==> src/rtl/addsub_result_buffer_pkg.sv <==
// Shared definitions for the add/sub result buffer: flag bit positions
// and the saturation limit of the 8-bit event counters.
package addsub_result_buffer_pkg;

  localparam int FLG_COUT     = 0;
  localparam int FLG_OVF      = 1;
  localparam int FLG_BORROW   = 2;
  localparam int FLG_VALIDITY = 3;

  localparam logic [7:0] SAT_MAX = 8'hFF;

  function automatic logic [3:0] packFlags(input logic cout, input logic ovf,
                                           input logic borrow, input logic validity);
    logic [3:0] flags;
    flags               = '0;
    flags[FLG_COUT]     = cout;
    flags[FLG_OVF]      = ovf;
    flags[FLG_BORROW]   = borrow;
    flags[FLG_VALIDITY] = validity;
    return flags;
  endfunction

endpackage

==> src/rtl/addsub_result_buffer_sat_counter8.sv <==
// 8-bit event counter that sticks at its maximum instead of wrapping.
module sat_counter8
  import addsub_result_buffer_pkg::*;
(
  input  logic       clk,
  input  logic       rst_n,
  input  logic       clear,
  input  logic       inc,
  output logic [7:0] count
);

  logic [7:0] r_count;

  always_ff @(posedge clk or negedge rst_n) begin
    if (!rst_n) begin
      r_count <= '0;
    end else if (clear) begin
      r_count <= '0;
    end else if (inc && (r_count != SAT_MAX)) begin
      r_count <= r_count + 8'd1;
    end
  end

  assign count = r_count;

endmodule

==> src/rtl/addsub_result_buffer.sv <==
// First-word-fall-through FIFO for adder/subtractor results with their
// status flags, plus saturating counts of overflowed and invalid results.
module addsub_result_buffer
  import addsub_result_buffer_pkg::*;
#(
  parameter int DEPTH = 4,
  parameter int WIDTH = 16
) (
  input  logic                     clk,
  input  logic                     rst_n,
  input  logic                     clear,
  input  logic                     in_valid,
  output logic                     in_ready,
  input  logic [WIDTH-1:0]         in_result,
  input  logic                     in_cout,
  input  logic                     in_ovf,
  input  logic                     in_borrow,
  input  logic                     in_validity,
  output logic                     out_valid,
  input  logic                     out_ready,
  output logic [WIDTH-1:0]         out_result,
  output logic [3:0]               out_flags,
  output logic [$clog2(DEPTH):0]   count,
  output logic [7:0]               ovf_count,
  output logic [7:0]               inv_count
);

  localparam int AW = $clog2(DEPTH);
  localparam int CW = AW + 1;
  localparam logic [CW-1:0] FULL_COUNT = CW'(DEPTH);

  logic [WIDTH+3:0] r_mem [DEPTH];
  logic [AW-1:0]    r_wptr;
  logic [AW-1:0]    r_rptr;
  logic [CW-1:0]    r_count;

  logic             w_push;
  logic             w_pop;
  logic [3:0]       w_inFlags;

  assign in_ready  = (r_count != FULL_COUNT) && !clear;
  assign out_valid = (r_count != '0);
  assign w_push    = in_valid && in_ready;
  // A pop during clear is discarded along with everything else.
  assign w_pop     = out_valid && out_ready && !clear;
  assign w_inFlags = packFlags(in_cout, in_ovf, in_borrow, in_validity);

  always_ff @(posedge clk or negedge rst_n) begin
    if (!rst_n) begin
      r_wptr  <= '0;
      r_rptr  <= '0;
      r_count <= '0;
    end else if (clear) begin
      r_wptr  <= '0;
      r_rptr  <= '0;
      r_count <= '0;
    end else begin
      if (w_push) r_wptr <= r_wptr + AW'(1);
      if (w_pop)  r_rptr <= r_rptr + AW'(1);
      case ({w_push, w_pop})
        2'b10:   r_count <= r_count + CW'(1);
        2'b01:   r_count <= r_count - CW'(1);
        default: r_count <= r_count;
      endcase
    end
  end

  // Storage is deliberately unreset; the pointers alone define what is held.
  always_ff @(posedge clk) begin
    if (w_push) r_mem[r_wptr] <= {w_inFlags, in_result};
  end

  assign out_result = r_mem[r_rptr][WIDTH-1:0];
  assign out_flags  = r_mem[r_rptr][WIDTH+3:WIDTH];
  assign count      = r_count;

  sat_counter8 u_ovfCounter (
    .clk   (clk),
    .rst_n (rst_n),
    .clear (clear),
    .inc   (w_push && in_ovf),
    .count (ovf_count)
  );

  sat_counter8 u_invCounter (
    .clk   (clk),
    .rst_n (rst_n),
    .clear (clear),
    .inc   (w_push && !in_validity),
    .count (inv_count)
  );

endmodule
==> config.mk <==
export PLATFORM = sky130hd
export DESIGN_NAME = addsub_result_buffer
export DESIGN_NICKNAME = d
export VERILOG_FILES = /design/src/rtl/addsub_result_buffer_pkg.sv /design/src/rtl/addsub_result_buffer_sat_counter8.sv /design/src/rtl/addsub_result_buffer.sv
export SDC_FILE = /design/constraint.sdc
export NUM_CORES = 1
export LEC_CHECK = 0
export ABC_AREA = 1
export CAP_MARGIN = 20
export CORE_ASPECT_RATIO = 1.25
export CORE_MARGIN = 2
export CORE_UTILIZATION = 50
export CTS_BUF_LIST = sky130_fd_sc_hd__clkbuf_4
export CTS_CLUSTER_DIAMETER = 40
export DETAILED_ROUTE_END_ITERATION = 8
export PLACE_DENSITY = 0.78
export SLEW_MARGIN = 15
export SYNTH_ARGS = -nofsm -noshare
export SYNTH_HDL_FRONTEND = slang
export SYNTH_SLANG_ARGS = --single-unit
==> constraint.sdc <==
create_clock -name clk -period 1.9 [get_ports clk]
set_input_delay 0.38 -clock clk [delete_from_list [all_inputs] [get_ports clk]]
set_output_delay 0.38 -clock clk [all_outputs]
set_load 0.005 [all_outputs]
**Word level (Yosys, flattened, before mapping)**

Memories as Yosys holds them, arrays and structs flattened.
Cells that the tools add are included.

- $add $sub $neg: 6
- Reductions and logical operators: 16
- Equal/unequal tests: 5
- Mux-type cells: 12

Operators with widths:

| cell | count |
|---|---|
| 8-bit 2-to-1 mux | 4 |
| 8-bit by 1-bit adder with 8-bit output, second input constant | 2 |
| 8-bit inequality test, second input constant | 2 |
| 1-bit logical AND | 8 |
| 2-bit 2-to-1 mux | 4 |
| 2-bit nonzero test | 4 |
| 3-bit case mux with 2 select lines | 1 |
| 3-bit nonzero test | 2 |
| 2-bit by 1-bit adder with 2-bit output, second input constant | 2 |
| 3-bit by 1-bit adder with 3-bit output, second input constant | 1 |
| 3-bit 2-to-1 mux | 1 |
| 3-bit inequality test, second input constant | 1 |
| 3-bit by 1-bit subtractor with 3-bit output, second input constant | 1 |
| 2-bit by 1-bit == test with 1-bit output, second input constant | 1 |
| 2-bit == test, second input constant | 1 |
| 1-bit zero test | 2 |
| 1-bit 2-to-1 mux | 2 |

- Memories: 1
- Logic and storage cells: 45
- Bits in writable memories: 80
- Output and inout port bits: 41
- Input bits: 25
- Flip-flop bits (word level): 23

Memories:

| name | words | width | rd ports | clocked after memory_dff | wr ports | RTL line | source |
|---|---|---|---|---|---|---|---|
| r_mem | 4 | 20 | 1 | 0 | 1 | addsub_result_buffer.sv:32 | `logic [WIDTH+3:0] r_mem [DEPTH];` |

**Logic depth before layout (Yosys ltp)**

- Depth after elaboration: 7
- Mapped depth: 13
- Gate-level depth less buffers: 13

**Hierarchy**

From an unflattened synthesis, not the netlist that was laid out.

- Cells, all modules: 407
- Area, all modules: 4490.6 um^2

By module, submodules not included:

| module | area an instance (um^2) | times used | cells each | seq. area each (um^2) |
|---|---|---|---|---|
| addsub_result_buffer | 3467.1 | 1 | 259 | 2577.5 |
| sat_counter8 | 511.7 | 2 | 74 | 200.2 |

**Least setup slack after synthesis**

Ideal clock, no wire load.

- Path kind: reg2reg
- Start: register r_count[0] (netlist: count[0])
- End: memory r_mem[0][0] (netlist name) (enable)
- Setup time: 0.397 ns
- Path buffers: 0
- Period minus slack after synthesis: 2.035 ns
- Cell stages (with the launch flop): 5
- Path slack: -0.135 ns
- Arrival: 1.638 ns
- Required time: 1.503 ns
- Path through: dfrtp_1 -> nor2_1 -> nand2_1 -> nand3_4 -> nor2_1

- Word-level cells in the longest chain between the ends: 5

RTL lines:

| element | RTL line | source |
|---|---|---|
| start, declared | addsub_result_buffer.sv:35 | `logic [CW-1:0] r_count;` |
| start signal, assigned | addsub_result_buffer.sv:61 | `2'b10: r_count <= r_count + CW'(1);` |
| start signal, assigned | addsub_result_buffer.sv:62 | `2'b01: r_count <= r_count - CW'(1);` |
| start signal, assigned | addsub_result_buffer.sv:63 | `default: r_count <= r_count;` |
| 3-bit inequality test | addsub_result_buffer.sv:41 | `assign in_ready = (r_count != FULL_COUNT) && !clear;` |
| 1-bit logical AND | addsub_result_buffer.sv:41 |  |
| 1-bit logical AND | addsub_result_buffer.sv:43 | `assign w_push = in_valid && in_ready;` |
| 1-bit 2-to-1 mux | addsub_result_buffer.sv:70 | `if (w_push) r_mem[r_wptr] <= {w_inFlags, in_result};` |
| 1-bit 2-to-1 mux (implied by the code) | addsub_result_buffer.sv:70 |  |
| end, declared | addsub_result_buffer.sv:32 |  |

No other way between the ends.

**Worst setup path after layout**

- Start: register r_rptr[0]
- End: output port out_result[13]

- Word-level cells in the longest chain between the ends: 1

RTL lines:

| element | RTL line | source |
|---|---|---|
| start, declared | addsub_result_buffer.sv:34 | `logic [AW-1:0] r_rptr;` |
| start signal, assigned | addsub_result_buffer.sv:59 | `if (w_pop) r_rptr <= r_rptr + AW'(1);` |
| memory read 4 x 20 bit | - |  |
| end, declared | addsub_result_buffer.sv:21 | `output logic [WIDTH-1:0] out_result,` |

No other way between the ends.

==> impl_results.md <==
- Category of the critical setup timing path: reg -> out
- Largest incremental delay on the critical path: 480 ps
- Data arrival, critical path: 1680 ps
- Critical R2R Launch: count[0]
- Total number of clock tree sinks: 103
- Final WL: 10.32 mm
- Total of buffers placed on input and output ports: 65
- Wirelength per Cell: 17.05 um
- GR Util All Layers: 0.2293
- Routed via count: 3227
- Vertical die dimension: 108.5 um
- CP Depth: 5
- Leading cell types in the layout, fill and taps excluded: sky130_fd_sc_hd__edfxtp_1, sky130_fd_sc_hd__nand2_1, sky130_fd_sc_hd__nor2_1
- H-tree levels: 3
- Synthesized netlist cell count: 377
- Initial antenna violation count: 0
- DP HPWL: 6.218 mm
- Library cell used as clock root buffer: sky130_fd_sc_hd__clkbuf_4
- Slowest stage cell, crit path: sky130_fd_sc_hd__dfrtp_2
- Slew margin rel.: 0.7929
- Number of diodes: 0
- Number of global-route vias before repair: 3292
- Hold Path Class: in -> async
- Final worst-path cycle share: 1.085
- Initial core utilization: 0.5079
- Top fanout value on the critical path: 7
- Crit path from: r_rptr[0]
- Worst setup skew after layout: 21.54 ps
- Cell-by-cell trace of the critical path: buf_6 -> buf_16 -> o21ai_2 -> o22ai_1 -> buf_2
- Max Root-Sink Buffers: 2
- Inst Count DP: 573
- Setup-failing EPs final: 20
- Cell count of the worst reg-to-reg path: 14
- Avg Cell Area, Syn: 11.59 um^2
- Accumulated negative setup slack: -2004 ps
- Cell type group with the largest total delay on the critical path: flip-flops
- Site row count: 38
- Count of boundary I/O pins: 66
- Post-synthesis register bit count: 103
- Wire length of the first global-routing pass: 16.32 mm
- Floorplan core area: 8606 um^2
- Leak Pwr: 0.002306 uW
- Worst Slack Setup Final: -160.7 ps
- Largest net degree at the start of global routing: 30
- Width of the die: 87.62 um
- Tightest Pin Transition: 310.6 ps
- Final Instance Count excl. Fillers: 605
- Max Transition Viols Final: 0
- Most common cell after layout, fill and taps aside: sky130_fd_sc_hd__edfxtp_1
- Weighted congestion at the end of routability-driven global placement: 0.8814
- Fin crit period: 2061 ps
- Number of warnings reported in the yosys synthesis log: 0
- Worst-Skew Late Latency: 450 ps
- Final Net Count: 512
- Internal reg-to-reg setup slack: 40 ps
- Mapped cell area: 4370 um^2
- Worst Path Buf+Inv: 3
- Failing checks: setup timing
- Setup crit end kind: output port
- Result of the run: complete, but fails checks
- Number of buffers inserted during clock tree synthesis: 9
- Count of final hold-check violations: 0
- P&R area growth vs syn: 36.07%
- Clock tree from TritonCTS: yes
- Die Outline Area: 9509 um^2
- Largest voltage drop on the vdd net: 0.3418 mV
- Data required, critical path: 1520 ps
- Setup repair after global routing missed its margin: true
- Length of the first detailed-routing pass in iterations: 4
- Number of nets with antenna violations after routing: 0
- Maximum clock rate: 485.3 MHz
- Drt drc: 0
- Hold_ws: 263.9 ps
- Clock slew at the register clock pins of the worst setup and hold paths: 160 ps
- Maximum Capacitance Violations: 0
- Layout cell share with drive strength beyond 1: 0.3196
- Congestion Overflow GR: 0
- Via-to-Cell Ratio: 5.334
- Net count after synthesis: 409
- Power density over the cells: 765.2 nW/um^2
- Detailed Route Iter0 Violations: 242
- Portion of the post-synthesis area used by sequential elements: 0.6814
- Cell variety after synth: 28
- FILL cells: 631
- Crit start category: flip-flop
-- synthesized netlist by cell type --
| master | n | area, um^2 |
|---|---|---|
| sky130_fd_sc_hd__nor3b_2 | 1 | 12.51 |
| sky130_fd_sc_hd__inv_1 | 21 | 78.83 |
| sky130_fd_sc_hd__fa_1 | 1 | 20.02 |
| sky130_fd_sc_hd__inv_2 | 3 | 11.26 |
| sky130_fd_sc_hd__nand3_4 | 2 | 35.03 |
| sky130_fd_sc_hd__a21oi_2 | 2 | 17.52 |
| sky130_fd_sc_hd__edfxtp_1 | 80 | 2402 |
| sky130_fd_sc_hd__a21oi_1 | 5 | 25.02 |
| sky130_fd_sc_hd__inv_4 | 1 | 6.260 |
| sky130_fd_sc_hd__nor2_2 | 1 | 6.260 |
| sky130_fd_sc_hd__nor2_1 | 56 | 210.2 |
| sky130_fd_sc_hd__nand2_2 | 3 | 18.77 |
| sky130_fd_sc_hd__nand2_1 | 42 | 157.7 |
| sky130_fd_sc_hd__nand3b_1 | 4 | 30.03 |
| sky130_fd_sc_hd__xnor2_1 | 1 | 8.760 |
| sky130_fd_sc_hd__buf_6 | 1 | 11.26 |
| sky130_fd_sc_hd__nor3_1 | 2 | 10.01 |
| sky130_fd_sc_hd__a21o_1 | 1 | 7.510 |
| sky130_fd_sc_hd__o22ai_1 | 20 | 125.1 |
| sky130_fd_sc_hd__ha_1 | 6 | 75.07 |
| sky130_fd_sc_hd__o21ai_0 | 44 | 220.2 |
| sky130_fd_sc_hd__nand3_1 | 32 | 160.2 |
| sky130_fd_sc_hd__clkbuf_1 | 12 | 45.04 |
| sky130_fd_sc_hd__dfrtp_1 | 23 | 575.6 |
| sky130_fd_sc_hd__buf_2 | 3 | 15.01 |
| sky130_fd_sc_hd__nor2_4 | 1 | 11.26 |
| sky130_fd_sc_hd__nand4_1 | 2 | 12.51 |
| sky130_fd_sc_hd__xor2_1 | 7 | 61.31 |
-- path summary, 6_finish.rpt --
path	to
hold reg to reg	u_ovfCounter.count[1]
min in group clk	r_mem[3][1]
setup / recovery	out_result[13]
max in group asynchronous	count[2]
hold / removal	r_rptr[1]
setup reg to reg	count[2]
-- state kept, by name, indices dropped and copies added (netlist names) --
signal,count
r_mem,80
u_invCounter.count,8
u_ovfCounter.count,8
count,3
r_wptr,2
r_rptr,2
-- routing by layer --
| metal | vias up | global-route usage | share of wire |
|---|---|---|---|
| met5 | - | 0 | 0 |
| met2 | 90 | 0.3988 | 0.53 |
| met3 | 11 | 0.04198 | 0.044 |
| met4 | 0 | 0.08352 | 0.016 |
| li1 | 1536 | - | - |
| met1 | 1590 | 0.2834 | 0.41 |
-- repair_timing --
action	in CTS	in global routing
gates cloned	5	0
pin swaps	28	14
setup endpoints to repair	25	28
hold buffers	0	0
gates resized for setup	164	46
setup buffers	11	2
-- cells by family after synthesis --
kind of cell / count (synthesis) / synth area share
adder cells (fa/ha/maj): 7 / 0.02176
AND/OR/NAND/NOR: 146 / 0.1520
AO/OA/AOI/OAI: 72 / 0.09047
flip-flops: 103 / 0.6814
buffers and inverters: 41 / 0.03836
XOR/XNOR: 8 / 0.01603
-- power by group --
part           switching [uW]  internal [uW]  total, uW
registers                36.3           2500       2540
clock network             725            536       1260
logic                     384            366        750
-- area by class of cell --
type | count | area (um^2) | area share
clock buffer | 9 | 67.56 | 0.01136
clock inverter | 7 | 96.34 | 0.01620
inverter | 25 | 101.3 | 0.01704
multi-input combinational | 233 | 1476 | 0.2483
sequential | 103 | 2987 | 0.5022
tap | 120 | 150.1 | 0.02525
timing repair buffer | 108 | 1069 | 0.1797
-- stage by stage --
stage	power, uW	setup WS, ps	area [um^2]	utilization
after CTS	4540	-143.9	5829	0.6774
after global routing	4744	-247.6	5947	0.6910
after floorplan	2816	-121.4	4373	-
after detailed placement	3179	-314.6	5365	0.6234
final	4551	-160.7	5947	0.6910
after global placement	3154	-201.6	5365	0.6234
Note: power is estimated with default switching activity, not from simulation.
